<file path="src/rtl/uart_pkg.sv">
// Shared UART definitions used by both ends of the link (uart_tx / uart_rx_word).
// Baud default, frame size and the common FSM state encoding live here so the
// transmitter and receiver cannot drift apart.
package uart_pkg;

    // 100 MHz system clock / 115200 baud
    localparam int CLKS_PER_BIT_DEFAULT = 868;

    // 8N1 framing: eight data bits, LSB first
    localparam int DATA_BITS = 8;

    // Line-level FSM states; BREAK is receive-only (line held low after a bad stop bit)
    typedef enum logic [2:0] {
        IDLE  = 3'd0,
        START = 3'd1,
        DATA  = 3'd2,
        STOP  = 3'd3,
        BREAK = 3'd4
    } uart_state_t;

endpackage

</file>
<file path="src/rtl/uart_rx_word_if.sv">
// Receive-side bus from uart_rx_word toward the processing logic.
//
// Valid semantics: o_byte_valid, o_word_valid and o_frame_err are single-cycle
// pulses with no back-pressure (there is no ready). o_byte / o_word are stable
// from their pulse until the next pulse of the same kind, so a consumer may
// sample them either on the pulse or at any later time. o_word_valid only ever
// rises in the same cycle as o_byte_valid. o_active and o_state are levels.
interface uart_rx_word_if #(
    parameter int WORD_W = 32
);
    import uart_pkg::*;

    logic [DATA_BITS-1:0] o_byte;
    logic                 o_byte_valid;
    logic [WORD_W-1:0]    o_word;
    logic                 o_word_valid;
    logic                 o_active;
    logic                 o_frame_err;
    uart_state_t          o_state;

    modport master (
        output o_byte, o_byte_valid, o_word, o_word_valid,
               o_active, o_frame_err, o_state
    );

    modport slave (
        input  o_byte, o_byte_valid, o_word, o_word_valid,
               o_active, o_frame_err, o_state
    );

endinterface

</file>
<file path="src/rtl/uart_rx_byte.sv">
// Byte-level UART receiver: 2-flop synchronizer, line FSM and LSB-first shift
// register. o_valid / o_frame_err are combinational strobes raised in the last
// STOP cycle; the parent registers them, giving one cycle of output latency.
// CLKS_PER_BIT must be >= 4.
module uart_rx_byte
    import uart_pkg::*;
#(
    parameter int CLKS_PER_BIT = CLKS_PER_BIT_DEFAULT
) (
    input  logic                 clock,
    input  logic                 reset_n,
    input  logic                 enable,
    input  logic                 serial_in,
    output logic [DATA_BITS-1:0] o_byte,
    output logic                 o_valid,
    output logic                 o_frame_err,
    output logic                 o_active,
    output uart_state_t          o_state
);
    localparam int CNT_W = $clog2(CLKS_PER_BIT);
    localparam int IDX_W = $clog2(DATA_BITS);
    localparam logic [CNT_W-1:0] CNT_FULL = CNT_W'(CLKS_PER_BIT - 1);
    localparam logic [CNT_W-1:0] CNT_HALF = CNT_W'((CLKS_PER_BIT - 1) / 2);
    localparam logic [IDX_W-1:0] IDX_LAST = IDX_W'(DATA_BITS - 1);

    logic                 r_rx_meta;
    logic                 r_rx_s;
    uart_state_t          r_state;
    uart_state_t          w_state_next;
    logic [CNT_W-1:0]     r_cnt;
    logic [CNT_W-1:0]     w_cnt_load;
    logic                 w_cnt_zero;
    logic                 w_reload;
    logic [IDX_W-1:0]     r_bit_idx;
    logic [DATA_BITS-1:0] r_shift;

    assign w_cnt_zero = (r_cnt == '0);

    // Synchronize the asynchronous line; flops idle high so reset looks like an idle line
    always_ff @(posedge clock) begin
        if (!reset_n) begin
            r_rx_meta <= 1'b1;
            r_rx_s    <= 1'b1;
        end else begin
            r_rx_meta <= serial_in;
            r_rx_s    <= r_rx_meta;
        end
    end

    // FSM state register
    always_ff @(posedge clock) begin
        if (!reset_n) begin
            r_state <= IDLE;
        end else begin
            r_state <= w_state_next;
        end
    end

    // FSM next state; disabling the receiver overrides everything and returns to IDLE
    always_comb begin
        w_state_next = r_state;
        case (r_state)
            IDLE:    if (!r_rx_s) w_state_next = START;
            START:   if (w_cnt_zero) w_state_next = r_rx_s ? IDLE : DATA;
            DATA:    if (w_cnt_zero && (r_bit_idx == IDX_LAST)) w_state_next = STOP;
            STOP:    if (w_cnt_zero) w_state_next = r_rx_s ? IDLE : BREAK;
            BREAK:   if (r_rx_s) w_state_next = IDLE;
            default: w_state_next = IDLE;
        endcase
        if (!enable) begin
            w_state_next = IDLE;
        end
    end

    // FSM outputs: activity level and the stop-bit verdict strobes
    always_comb begin
        o_active    = 1'b0;
        o_valid     = 1'b0;
        o_frame_err = 1'b0;
        case (r_state)
            START, DATA: o_active = 1'b1;
            STOP: begin
                o_active = 1'b1;
                if (w_cnt_zero && enable) begin
                    o_valid     = r_rx_s;
                    o_frame_err = !r_rx_s;
                end
            end
            default: ;
        endcase
    end

    // Counter reload value for the state being entered (half bit in START lands on mid-bit)
    always_comb begin
        case (w_state_next)
            START:      w_cnt_load = CNT_HALF;
            DATA, STOP: w_cnt_load = CNT_FULL;
            default:    w_cnt_load = '0;
        endcase
    end

    // Reload on every state change and on each new data bit, so the counter never wraps
    assign w_reload = (w_state_next != r_state) || ((r_state == DATA) && w_cnt_zero);

    // Bit timer, bit index and LSB-first shift register
    always_ff @(posedge clock) begin
        if (!reset_n) begin
            r_cnt     <= '0;
            r_bit_idx <= '0;
            r_shift   <= '0;
        end else begin
            if (w_reload) begin
                r_cnt <= w_cnt_load;
            end else if (!w_cnt_zero) begin
                r_cnt <= r_cnt - 1'b1;
            end
            if (r_state == START) begin
                r_bit_idx <= '0;
            end else if ((r_state == DATA) && w_cnt_zero) begin
                r_shift   <= {r_rx_s, r_shift[DATA_BITS-1:1]};
                r_bit_idx <= r_bit_idx + 1'b1;
            end
        end
    end

    assign o_byte  = r_shift;
    assign o_state = r_state;

endmodule

</file>
<file path="src/rtl/uart_rx_word.sv">
// UART receiver with word packing. Good bytes are registered out as one-cycle
// pulses and packed little-endian (first byte in [7:0]) into WORD_W-bit words.
// WORD_W must equal 8*BYTES_PER_WORD. A framing error or enable=0 restarts
// word assembly from byte 0.
module uart_rx_word
    import uart_pkg::*;
#(
    parameter int CLKS_PER_BIT   = CLKS_PER_BIT_DEFAULT,
    parameter int BYTES_PER_WORD = 4,
    parameter int WORD_W         = 32
) (
    input  logic           clock,
    input  logic           reset_n,
    input  logic           enable,
    input  logic           serial_in,
    uart_rx_word_if.master rx_if
);
    localparam int WIDX_W = (BYTES_PER_WORD > 1) ? $clog2(BYTES_PER_WORD) : 1;
    localparam logic [WIDX_W-1:0] WIDX_LAST = WIDX_W'(BYTES_PER_WORD - 1);

    logic [DATA_BITS-1:0] w_byte;
    logic                 w_valid;
    logic                 w_frame_err;
    logic                 w_active;
    uart_state_t          w_state;

    logic [WIDX_W-1:0]    r_idx;
    logic [WORD_W-1:0]    r_acc;
    logic [WORD_W-1:0]    w_acc_next;
    logic [WORD_W-1:0]    r_word;
    logic [DATA_BITS-1:0] r_byte;
    logic                 r_byte_valid;
    logic                 r_word_valid;
    logic                 r_frame_err;

    uart_rx_byte #(
        .CLKS_PER_BIT (CLKS_PER_BIT)
    ) u_rx_byte (
        .clock       (clock),
        .reset_n     (reset_n),
        .enable      (enable),
        .serial_in   (serial_in),
        .o_byte      (w_byte),
        .o_valid     (w_valid),
        .o_frame_err (w_frame_err),
        .o_active    (w_active),
        .o_state     (w_state)
    );

    // Drop the incoming byte into its little-endian slot of the assembling word
    always_comb begin
        w_acc_next = r_acc;
        for (int i = 0; i < BYTES_PER_WORD; i++) begin
            if (r_idx == WIDX_W'(i)) begin
                w_acc_next[i*DATA_BITS +: DATA_BITS] = w_byte;
            end
        end
    end

    // Output registers and word assembly; the completing byte and its word share one cycle
    always_ff @(posedge clock) begin
        if (!reset_n) begin
            r_idx        <= '0;
            r_acc        <= '0;
            r_word       <= '0;
            r_byte       <= '0;
            r_byte_valid <= 1'b0;
            r_word_valid <= 1'b0;
            r_frame_err  <= 1'b0;
        end else begin
            r_byte_valid <= 1'b0;
            r_word_valid <= 1'b0;
            r_frame_err  <= 1'b0;
            if (!enable) begin
                r_idx <= '0;
            end else if (w_frame_err) begin
                r_frame_err <= 1'b1;
                r_idx       <= '0;
            end else if (w_valid) begin
                r_byte       <= w_byte;
                r_byte_valid <= 1'b1;
                r_acc        <= w_acc_next;
                if (r_idx == WIDX_LAST) begin
                    r_word       <= w_acc_next;
                    r_word_valid <= 1'b1;
                    r_idx        <= '0;
                end else begin
                    r_idx <= r_idx + 1'b1;
                end
            end
        end
    end

    assign rx_if.o_byte       = r_byte;
    assign rx_if.o_byte_valid = r_byte_valid;
    assign rx_if.o_word       = r_word;
    assign rx_if.o_word_valid = r_word_valid;
    assign rx_if.o_frame_err  = r_frame_err;
    assign rx_if.o_active     = w_active;
    assign rx_if.o_state      = w_state;

endmodule

</file>
<file path="src/flat_wrapper.sv">
// flat-port wrapper written by rule: the top's interface ports become plain ports
module uart_rx_word_flat import uart_pkg::*;
#(
    parameter int CLKS_PER_BIT   = CLKS_PER_BIT_DEFAULT,
    parameter int BYTES_PER_WORD = 4,
    parameter int WORD_W         = 32
)
  (clock, reset_n, enable, serial_in, rx_if_o_byte, rx_if_o_byte_valid, rx_if_o_word, rx_if_o_word_valid, rx_if_o_active, rx_if_o_frame_err, rx_if_o_state);
  uart_rx_word_if #(.WORD_W(WORD_W)) rx_if_i ();
  input  logic clock;
  input  logic reset_n;
  input  logic enable;
  input  logic serial_in;
  output wire logic [$bits(rx_if_i.o_byte)-1:0] rx_if_o_byte;
  output wire logic [$bits(rx_if_i.o_byte_valid)-1:0] rx_if_o_byte_valid;
  output wire logic [$bits(rx_if_i.o_word)-1:0] rx_if_o_word;
  output wire logic [$bits(rx_if_i.o_word_valid)-1:0] rx_if_o_word_valid;
  output wire logic [$bits(rx_if_i.o_active)-1:0] rx_if_o_active;
  output wire logic [$bits(rx_if_i.o_frame_err)-1:0] rx_if_o_frame_err;
  output wire logic [$bits(rx_if_i.o_state)-1:0] rx_if_o_state;
  assign rx_if_o_byte = rx_if_i.o_byte;
  assign rx_if_o_byte_valid = rx_if_i.o_byte_valid;
  assign rx_if_o_word = rx_if_i.o_word;
  assign rx_if_o_word_valid = rx_if_i.o_word_valid;
  assign rx_if_o_active = rx_if_i.o_active;
  assign rx_if_o_frame_err = rx_if_i.o_frame_err;
  assign rx_if_o_state = rx_if_i.o_state;
  uart_rx_word #(.CLKS_PER_BIT(CLKS_PER_BIT), .BYTES_PER_WORD(BYTES_PER_WORD), .WORD_W(WORD_W)) u_core (.clock(clock), .reset_n(reset_n), .enable(enable), .serial_in(serial_in), .rx_if(rx_if_i));
endmodule
</file>
<file path="config.mk">
export PLATFORM = sky130hd
export DESIGN_NAME = uart_rx_word_flat
export DESIGN_NICKNAME = d
export VERILOG_FILES = /design/src/rtl/uart_pkg.sv /design/src/rtl/uart_rx_word_if.sv /design/src/rtl/uart_rx_byte.sv /design/src/rtl/uart_rx_word.sv /design/src/flat_wrapper.sv
export SDC_FILE = /design/constraint.sdc
export NUM_CORES = 1
export LEC_CHECK = 0
export CAP_MARGIN = 20
export CORE_MARGIN = 3
export CORE_UTILIZATION = 56
export DETAILED_ROUTE_END_ITERATION = 10
export GPL_TIMING_DRIVEN = 1
export MAX_ROUTING_LAYER = met4
export PLACE_DENSITY = 0.8
export SYNTH_ARGS = -nofsm -noshare
export SYNTH_HDL_FRONTEND = slang
export SYNTH_HIERARCHICAL = 1
export SYNTH_SLANG_ARGS = --single-unit
</file>
<file path="constraint.sdc">
create_clock -name clock -period 2.73 [get_ports clock]
set_clock_uncertainty 0.15 [all_clocks]
set_input_delay 0.6825 -clock clock [delete_from_list [all_inputs] [get_ports clock]]
set_output_delay 0.6825 -clock clock [all_outputs]
set_load 0.02 [all_outputs]
</file>
==> metrics.csv <==
stage,metric,value,unit
outcome,outcome,"finished, final reports clean",
clocking,Clock Pin Slew Worst Setup and Hold Paths,0.10,ns
routing,routed len/inst,15.6,um
synth,Synth Warn #,6,
cells_and_area,Seq. cell area,2060,um^2
synth,largest family of logic cells by synthesized area,simple AND/OR/NAND/NOR gates,
cells_and_area,final instance area,5350,um^2
synth,average size of a mapped cell,9.76,um^2
grt,largest net degree at the start of global routing,44,
clocking,CTS root buffer,clkbuf_8,
floorplan,DIE AREA,9150,um^2
synth,Synth Cell Area,4500,um^2
cells_and_area,Syn-to-layout area delta,19.0,%
floorplan,Die X,95.6,um
power,Cell Int Power,2.36,mW
power,power per cell area,622,nW/um^2
synth,Synth Instances,461,
setup_path,startpoint types,register,
clocking,setup bufs post-CTS,0,
clocking,post-CTS sizing,0,
clocking,Post-CTS Hold Buffers,0,
synth,mux cell area share after synthesis,10.2,%
timing,Tmin final,2.63,ns
synth,Seq cells post-synth,103,
clocking,H-Tree Depth,3,
timing,fin crit share,96.2,%
timing,fin. max-slew vios,0,
synth,Post-synth EDFFs,0,
setup_path,Crit Path Category,reg -> out,
placement,# port buffers,50,
placement,HPWL after detailed placement,6620,um
power,maximum vdd ir drop,0.494,mV
grt,GR Overflow Total,0,
placement,Post-DP Area,5150,um^2
run,max-capacitance violation count,0,
routing,vias per inst,5.60,
synth,Post-Synth Adder-Cell Area,2.22,%
synth,Synth Net Count,473,
placement,Post-Place Cells,604,
power,Tot Pwr,3.33,mW
floorplan,# IOs,51,
power,Clock Power Share,29.0,%
clocking,clk_lat worst skew,0.36,ns
power,LEAKAGE,2.45,nW
timing,fmax,381,MHz
min_path,worst hold path type,reg -> reg,
floorplan,Initial Util,57.9,%
floorplan,row count,32,
synth,leading register cell type out of synthesis,dfxtp_1,
cells_and_area,multi-input logic area,2210,um^2
power,register share of total power,49.6,%
power,Comb pwr share,21.3,%
floorplan,Core Region,7770,um^2
grt,global-route wire length before repair,15500,um
clocking,# clock sinks,103,
setup_path,Setup crit end kind,output pin,
synth,simple-gate share of the synthesized area,19.9,%
clocking,Max clock buf depth,2,
synth,Compound-Gate Fraction of Synth Area,15.4,%
routing,DRT Pass-1 Iters,5,
timing,RSZ-0062 raised after global routing,no,
routing,DR DRC count,0,
cells_and_area,Ant. Diodes,0,
timing,Fin. Hold Viols,0,
timing,worst relative slew slack,53.1,%
grt,initial antenna violation count,0,
cells_and_area,final net count,525,
setup_path,"Arr. time, crit path",1.79,ns
synth,XOR/XNOR share of the synthesized area,1.36,%
clocking,TritonCTS clock tree,built,
synth,Post-synth ARST share,0,%
power,net switching power,0.973,mW
synth,post-synthesis sequential area ratio,45.8,%
grt,total track usage,22.2,%
timing,Slew @ Worst Pin,0.697,ns
routing,detailed-route via count,3471,
routing,Iteration-0 DRC Markers,199,
timing,Final TNS setup,0,ns
clocking,CTS buffer count,9,
routing,Routed Antenna Nets,0,
cells_and_area,# fillers,596,
grt,vias in the first global route,3246,
setup_path,crit path max fanout,14,
timing,final setup vio count,0,
cells_and_area,share of cells above drive strength 1,10.4,%
cells_and_area,fin cells,620,
synth,"Distinct cells, synth",47,
placement,GP Congestion,0.805,
power,switching share of power,29.2,%
floorplan,Die Y,95.6,um
setup_path,Worst Path Required,1.90,ns
routing,Total Wirelength,9640,um
## synthesized netlist by cell type (2+ instances only)
library cell,instances,area share (%)
o21ai_0,33,3.7
a21oi_1,4,0.44
nor4_1,3,0.42
dfxtp_1,103,46
nand3_1,35,3.9
o21a_1,8,1.3
buf_4,6,1.0
xnor2_1,4,0.78
buf_1,2,0.17
nand2_1,64,5.3
clkbuf_1,13,1.1
buf_6,7,1.8
nor2_1,20,1.7
xor2_1,3,0.58
nor2b_1,11,1.5
mux2i_1,46,10
o211a_1,33,7.3
and2_1,2,0.28
and3_1,2,0.28
ha_1,8,2.2
o31ai_1,2,0.33
nand2b_1,2,0.28
nor3_1,3,0.33
nand3b_1,5,0.83
a21boi_0,9,1.5
nand4b_2,3,1.0
buf_2,5,0.56
inv_1,6,0.50
## cell usage in the layout, fill, tap and decap left out, types with 2 or more instances in the layout
cell	instances
a21boi_0	9
a21oi_1	4
and2_1	2
and3_1	2
and4b_2	2
buf_12	4
buf_4	20
clkbuf_8	9
clkdlybuf4s50_1	49
clkinv_4	3
dfxtp_1	103
ha_1	8
inv_1	6
mux2i_1	46
nand2_1	64
nand2b_1	2
nand3_1	35
nand3b_1	5
nand4b_2	3
nor2_1	20
nor2b_1	11
nor3_1	3
nor4_1	3
o211a_1	33
o21a_1	8
o21ai_0	33
o31ai_1	2
xnor2_1	4
xor2_1	3
## power by group through the flow
stage	logic [mW]	registers (mW)	clock network (mW)
4_1_cts	0.712	1.65	0.994
5_1_grt	0.781	1.66	1.04
2_1_floorplan	0.545	1.67	0
3_3_place_gp	0.679	1.68	0
3_5_place_dp	0.709	1.69	0
6_report	0.710	1.65	0.967
## layout make-up
type,count,area share (%)
Sequential cell,103,38.5
Inverter,6,0.421
Timing Repair Buffer,74,13.6
Clock inverter,7,1.52
Multi-Input combinational cell,319,41.3
Tap cell,102,2.38
Clock buffer,9,2.31
## metrics by stage
step                setup WS (ns)  util (%)  hold slack (ns)
floorplan                   0.293         -            0.236
global placement           0.0256      66.3            0.242
detailed placement        -0.0242      66.3            0.245
CTS                        0.0983      68.9            0.267
global route              0.00889      68.9            0.304
finish                      0.105      68.9            0.264
## metal layers
| layer | part of all wire, % | GRT usage [%] | up-vias |
|---|---|---|---|
| met5 | 0 | - | - |
| met4 | 1.4 | 6.87 | 0 |
| met3 | 4.2 | 3.31 | 13 |
| met2 | 48 | 34.9 | 93 |
| met1 | 47 | 29.6 | 1631 |
| li1 | - | - | 1734 |
## path summary, 6_finish.rpt
path	cells after the start	endpoint	startpoint	slack (ns)
hold reg to reg	1	u_core/u_rx_byte/r_rx_s$_SDFF_PN1_	u_core/u_rx_byte/r_rx_meta$_SDFF_PN1_	0.26
hold / removal	1	u_core/u_rx_byte/r_rx_s$_SDFF_PN1_	u_core/u_rx_byte/r_rx_meta$_SDFF_PN1_	0.26
setup / recovery	3	rx_if_o_active	u_core/u_rx_byte/o_state[1]$_SDFF_PN0_	0.10
setup reg to reg	10	u_core/rx_if.o_word[0]$_SDFFE_PN0P_	u_core/u_rx_byte/r_cnt[0]$_SDFFE_PN0P_	0.21
## state kept, by name, indices dropped and copies added (netlist names), 2 cells and up
name and cells:
u_core/r_idx 2, u_core/u_rx_byte/o_state 3, u_core/rx_if.o_word 32, u_core/rx_if.o_byte 8
u_core/r_acc 32, u_core/u_rx_byte/r_cnt 10, u_core/u_rx_byte/o_byte 8, u_core/u_rx_byte/r_bit_idx 3
## critical path, cell delays in order, from the launching register on
cell	delay, ns
dfxtp_1	0.60
o21bai_1	0.17
inv_1	0.08
clkdlybuf4s50_1	0.59
## cells by family after synthesis
family / count (synthesis)
fa+ha+maj: 8
flops: 103
mux: 46
xor+xnor: 7
simple gates: 166
buf+inv: 39
compound gates: 92
(Power assumes the default switching activity.)
